===== src/rtl/round_controller.sv =====
// Round sequencer for the permutation datapath: walks the stage units in order, then steps the round counter.
// Build option: define ROUND_CTRL_ADD_RC_EN to make AddRC (stage 4) the last stage of each round.
module round_controller #(
   parameter int NUM_STAGES = 5
) (
   input  logic                  clk,
   input  logic                  rst,
   input  logic                  start,
   input  logic [NUM_STAGES-1:0] stage_done,
   input  logic                  round_done,
   output logic [NUM_STAGES-1:0] stage_start,
   output logic [NUM_STAGES-1:0] stage_count,
   output logic [NUM_STAGES-1:0] stage_write,
   output logic                  inc_step,
   output logic                  clr_step,
   output logic                  ready,
   output logic                  done
);

   localparam int KW = (NUM_STAGES > 1) ? $clog2(NUM_STAGES) : 1;

`ifdef ROUND_CTRL_ADD_RC_EN
   localparam int LAST_STAGE = NUM_STAGES - 1;
`else
   localparam int LAST_STAGE = NUM_STAGES - 2;
`endif

   localparam logic [KW-1:0] LAST_K = KW'(LAST_STAGE);
   // Stages above LAST_STAGE are never selected, so their one-hot bits stay tied low.
   localparam logic [NUM_STAGES-1:0] STAGE_MASK =
      NUM_STAGES'((64'd1 << (LAST_STAGE + 1)) - 64'd1);

   typedef enum logic [2:0] {
      IDLE,
      START,
      RUN,
      INC,
      CHECK,
      FINISH
   } state_t;

   state_t        state;
   logic [KW-1:0] k;

   function automatic logic [NUM_STAGES-1:0] stage_sel(input logic [KW-1:0] idx);
      stage_sel = STAGE_MASK & (NUM_STAGES'(1) << idx);
   endfunction

   // Every output is registered and decoded from the state being entered, so
   // each pulse lines up exactly with the state that owns it.
   // NOTE: all state and outputs use non-blocking assignments so every read in
   // this block sees the pre-edge value regardless of statement order.
   always_ff @(posedge clk or negedge rst) begin
      if (!rst) begin
         state       <= IDLE;
         k           <= '0;
         stage_start <= '0;
         stage_count <= '0;
         stage_write <= '0;
         inc_step    <= 1'b0;
         clr_step    <= 1'b0;
         ready       <= 1'b1;
         done        <= 1'b0;
      end else begin
         stage_start <= '0;
         inc_step    <= 1'b0;
         clr_step    <= 1'b0;
         done        <= 1'b0;
         ready       <= 1'b0;

         case (state)
            IDLE: begin
               if (start) begin
                  k           <= '0;
                  clr_step    <= 1'b1;
                  stage_start <= stage_sel('0);
                  state       <= START;
               end else begin
                  ready <= 1'b1;
               end
            end

            START: begin
               stage_count <= stage_sel(k);
               stage_write <= stage_sel(k);
               state       <= RUN;
            end

            // Count/write stay high through the cycle in which done is sampled.
            RUN: begin
               if (stage_done[k]) begin
                  stage_count <= '0;
                  stage_write <= '0;
                  if (k == LAST_K) begin
                     inc_step <= 1'b1;
                     state    <= INC;
                  end else begin
                     k           <= k + KW'(1);
                     stage_start <= stage_sel(k + KW'(1));
                     state       <= START;
                  end
               end
            end

            INC: begin
               state <= CHECK;
            end

            CHECK: begin
               if (round_done) begin
                  done  <= 1'b1;
                  state <= FINISH;
               end else begin
                  k           <= '0;
                  stage_start <= stage_sel('0);
                  state       <= START;
               end
            end

            FINISH: begin
               ready <= 1'b1;
               state <= IDLE;
            end

            default: begin
               k           <= '0;
               stage_count <= '0;
               stage_write <= '0;
               ready       <= 1'b1;
               state       <= IDLE;
            end
         endcase
      end
   end

endmodule


===== config.mk =====
export PLATFORM = sky130hd
export DESIGN_NAME = round_controller
export DESIGN_NICKNAME = d
export VERILOG_FILES = /design/src/rtl/round_controller.sv
export SDC_FILE = /design/constraint.sdc
export NUM_CORES = 1
export LEC_CHECK = 0
export ABC_AREA = 1
export CORE_MARGIN = 1.5
export CORE_UTILIZATION = 45
export DETAILED_ROUTE_END_ITERATION = 10
export GPL_TIMING_DRIVEN = 0
export HOLD_SLACK_MARGIN = 0.12
export PLACE_DENSITY_LB_ADDON = 0.25
export SLEW_MARGIN = 20
export SYNTH_ARGS = -nofsm -noshare
export SYNTH_HDL_FRONTEND = slang
export SYNTH_SLANG_ARGS = --single-unit

===== constraint.sdc =====
create_clock -name clk -period 2.1 [get_ports clk]
set_clock_uncertainty 0.2 [all_clocks]
set_input_delay 0.21 -clock clk [delete_from_list [all_inputs] [get_ports clk]]
set_output_delay 0.21 -clock clk [all_outputs]
set_load 0.02 [all_outputs]

==> impl_metrics.tcl <==
set metrics [dict create \
    clockPowerShare_pct 14.4 \
    critical_path.n_buffers_inverters 1 \
    post-route-cell-area_mm2 0.00133 \
    antenna_left 0 \
    tritoncts "done" \
    cp_top_family "buffers and inverters" \
    startpoint_type "register" \
    max_freq_mhz 549 \
    share_comb_of_total_power_pct 51.1 \
    power.share.sequential_pct 34.4 \
    ratio_of_total_power_to_cell_area_mw_per_mm2 1120 \
    drt_iter0_markers 8 \
    synth.lib_cells_used.distinct 23 \
    grt_first_pass_wirelength_um 3060 \
    clk_latency_ns 0.30 \
    worstReg2RegStart "k[0]" \
    length_of_the_first_detailed_routing_pass_in_iterations 4 \
    cellInternalPower_mw 0.865 \
    finalHoldViolations 0 \
    die-height_um 50.5 \
    synth_cell_area_mm2 0.00101 \
    grt_antenna_before_repair 0 \
    floorplan.core_area_mm2 0.00217 \
    ratio_of_cells_with_drive_above_1_in_the_final_layout_pct 18.9 \
    post_drt_via_cell_ratio 4.60 \
    postRouteWirelength_um 1800 \
    fin_worst_hold_slack_ns 0.149 \
    post_synth_inst_count 118 \
    post-layout-total-power_mw 1.50 \
    cp_num_cells 1 \
    first_global_vias 718 \
    synth-seq-cells 18 \
    cp_slowest_cell "sky130_fd_sc_hd__clkdlybuf4s50_1" \
    cts_buffers 3 \
    cts.repair.resized 0 \
    ctsRootBufferMaster "sky130_fd_sc_hd__clkbuf_4" \
    gpl.final_weighted_congestion 0.790 \
    slew_headroom_pct 49.1 \
    setup_viol 0 \
    unrepaired_setup_endpoints_after_global_routing "no" \
    static-leakage-power_nw 0.711 \
    grtUsageTotal_pct 16.5 \
    r2r_slack_ns 0.33 \
    chipWidth_um 50.5 \
    routed_wire_length_per_instance_um 10.2 \
    drc_errors 0 \
    yosysWarningCount 0 \
    critical_path_origin "ready" \
    min-delay-path-class "in -> async" \
    final_nets 164 \
    post_cts_buffers 0 \
    initial_core_util_pct 46.8 \
    tightestPinTransition_ns 0.761 \
    total_negative_slack_ns 0 \
    most-common-layout-cells "sky130_fd_sc_hd__nand2_1, sky130_fd_sc_hd__clkdlybuf4s50_1, sky130_fd_sc_hd__dfrtp_1, sky130_fd_sc_hd__inv_1, sky130_fd_sc_hd__nand3_1" \
    flow.area_growth_from_synthesis_pct 31.4 \
    postPlaceCellArea_mm2 0.00130 \
    synth-seq-area-share_pct 44.5 \
    dp_hpwl_um 1420 \
    cts_buffer_depth 2 \
    run_status "completed" \
    p_sw_share_pct 42.3 \
    grt_max_degree 19 \
    fp-row-count 17 \
    biggest_cell_delay_along_the_critical_path_ns 0.59 \
    worstPathArrival_ns 1.41 \
    htree_levels 1 \
    top_level_ports 28 \
    final_period_minus_worst_setup_slack_ns 1.82 \
    path_max_fanout 1 \
    layout_commonest_cell "sky130_fd_sc_hd__nand2_1" \
    layout_worst_path_cycle_share_pct 86.8 \
    drv_slew 0 \
    cts-hold-fix-buffers 0 \
    antenna_cells_inserted 0 \
    power.ir.vdd_worst_uv 651 \
    vias 810 \
    grt_overflow 0 \
    critPathRequiredTime_ns 1.69 \
    crit-reg2reg-capture "k[2]" \
    drv_cap 0 \
    clock_tree_sinks 18 \
    design.die.area_mm2 0.00255 \
    cp-endpoint "ready" \
    fillerInstances 195 \
    path_cells "clkdlybuf4s50_1" \
    port_buffers 24 \
    utilization_pct 61.5 \
    ff2ff_path_depth 8 \
    avgSynthCellArea_um2 8.60 \
    timing.critical_path.to_type "output port" \
    p_sw_mw 0.633 \
    crit_type "reg -> out" \
    cts.clk_slew.worst_paths_ns 0.11 \
]
-- registers in the layout (all words and copies together), names as in the netlist --
register and cells:
clr_step 1, done 1, inc_step 1, k 3, ready 1, stage_start 4
stage_write 4, state 3
-- power by group through the flow --
stage               clock network (mW)  registers (mW)  logic (mW)
floorplan                            0           0.580       0.471
global placement                     0           0.517       0.754
detailed placement                   0           0.522       0.772
CTS                              0.224           0.516       0.777
global route                     0.234           0.526       0.855
finish                           0.216           0.516       0.766
-- cell families (layout without fill, tap and decap cells) --
group,count (synthesis),count (layout),synth area share (%)
buffers and inverters,25,53,11.8
adders and majority gates,6,6,7.40
and+or+nand+nor,63,63,32.6
other,1,3,0.370
DFF,18,18,44.5
AOI/OAI and AO/OA,5,5,3.33
-- final cells by class --
cell class | count | area (um2) | share of cell area, %
plain buffers | 7 | 52.6 | 3.94
clock buffers | 4 | 36.3 | 2.72
inverters | 18 | 67.6 | 5.07
multi-input cells | 77 | 450 | 33.8
flip-flops and latches | 18 | 452 | 33.9
well taps | 28 | 35.0 | 2.63
repair buffers | 24 | 240 | 18.0
-- stage by stage --
stage / worst slack [ns] / std cells
2_1_floorplan: 0.502 / 120
3_3_place_gp: 0.404 / 172
3_5_place_dp: 0.349 / 172
4_1_cts: 0.268 / 176
5_1_grt: 0.237 / 176
6_report: 0.278 / 176
-- cell usage after synthesis --
library cell / count / area [um2]
sky130_fd_sc_hd__nand2_1: 28 / 105
sky130_fd_sc_hd__dfrtp_1: 17 / 425
sky130_fd_sc_hd__inv_1: 15 / 56.3
sky130_fd_sc_hd__nand3_1: 11 / 55.1
sky130_fd_sc_hd__nor2_1: 8 / 30.0
sky130_fd_sc_hd__buf_4: 7 / 52.6
sky130_fd_sc_hd__ha_1: 6 / 75.1
sky130_fd_sc_hd__nand2_2: 6 / 37.5
sky130_fd_sc_hd__inv_2: 3 / 11.3
sky130_fd_sc_hd__nor3b_1: 3 / 22.5
sky130_fd_sc_hd__o21ai_0: 2 / 10.0
sky130_fd_sc_hd__a21boi_1: 1 / 7.51
sky130_fd_sc_hd__conb_1: 1 / 3.75
sky130_fd_sc_hd__dfstp_2: 1 / 26.3
sky130_fd_sc_hd__nand2_4: 1 / 11.3
sky130_fd_sc_hd__nand3_4: 1 / 17.5
sky130_fd_sc_hd__nand3b_2: 1 / 11.3
sky130_fd_sc_hd__nand4_1: 1 / 6.26
sky130_fd_sc_hd__nor2_2: 1 / 6.26
sky130_fd_sc_hd__nor2_4: 1 / 11.3
sky130_fd_sc_hd__nor3_4: 1 / 16.3
sky130_fd_sc_hd__o21ai_2: 1 / 8.76
sky130_fd_sc_hd__o31ai_1: 1 / 7.51
-- worst min-delay path by stage --
stage                         from              to  slack, ns  cells after the start
detailed placement  stage_write[3]  stage_write[3]       0.28                      2
CTS                            rst  stage_write[0]       0.19                      1
global route                   rst        state[0]       0.22                      1
floorplan                      rst        clr_step      -0.29                      0
global placement    stage_write[1]  stage_write[1]       0.28                      2
finish                         rst  stage_write[0]       0.15                      1
-- metal layers --
metal	part of all wire, %	wire, um	track usage (%)
met5	0	0	0
met1	41	747	19.5
met3	4.1	74	2.68
met2	52	939	28.3
met4	2.3	42	9.46
Note: power is estimated with default switching activity, not from simulation.
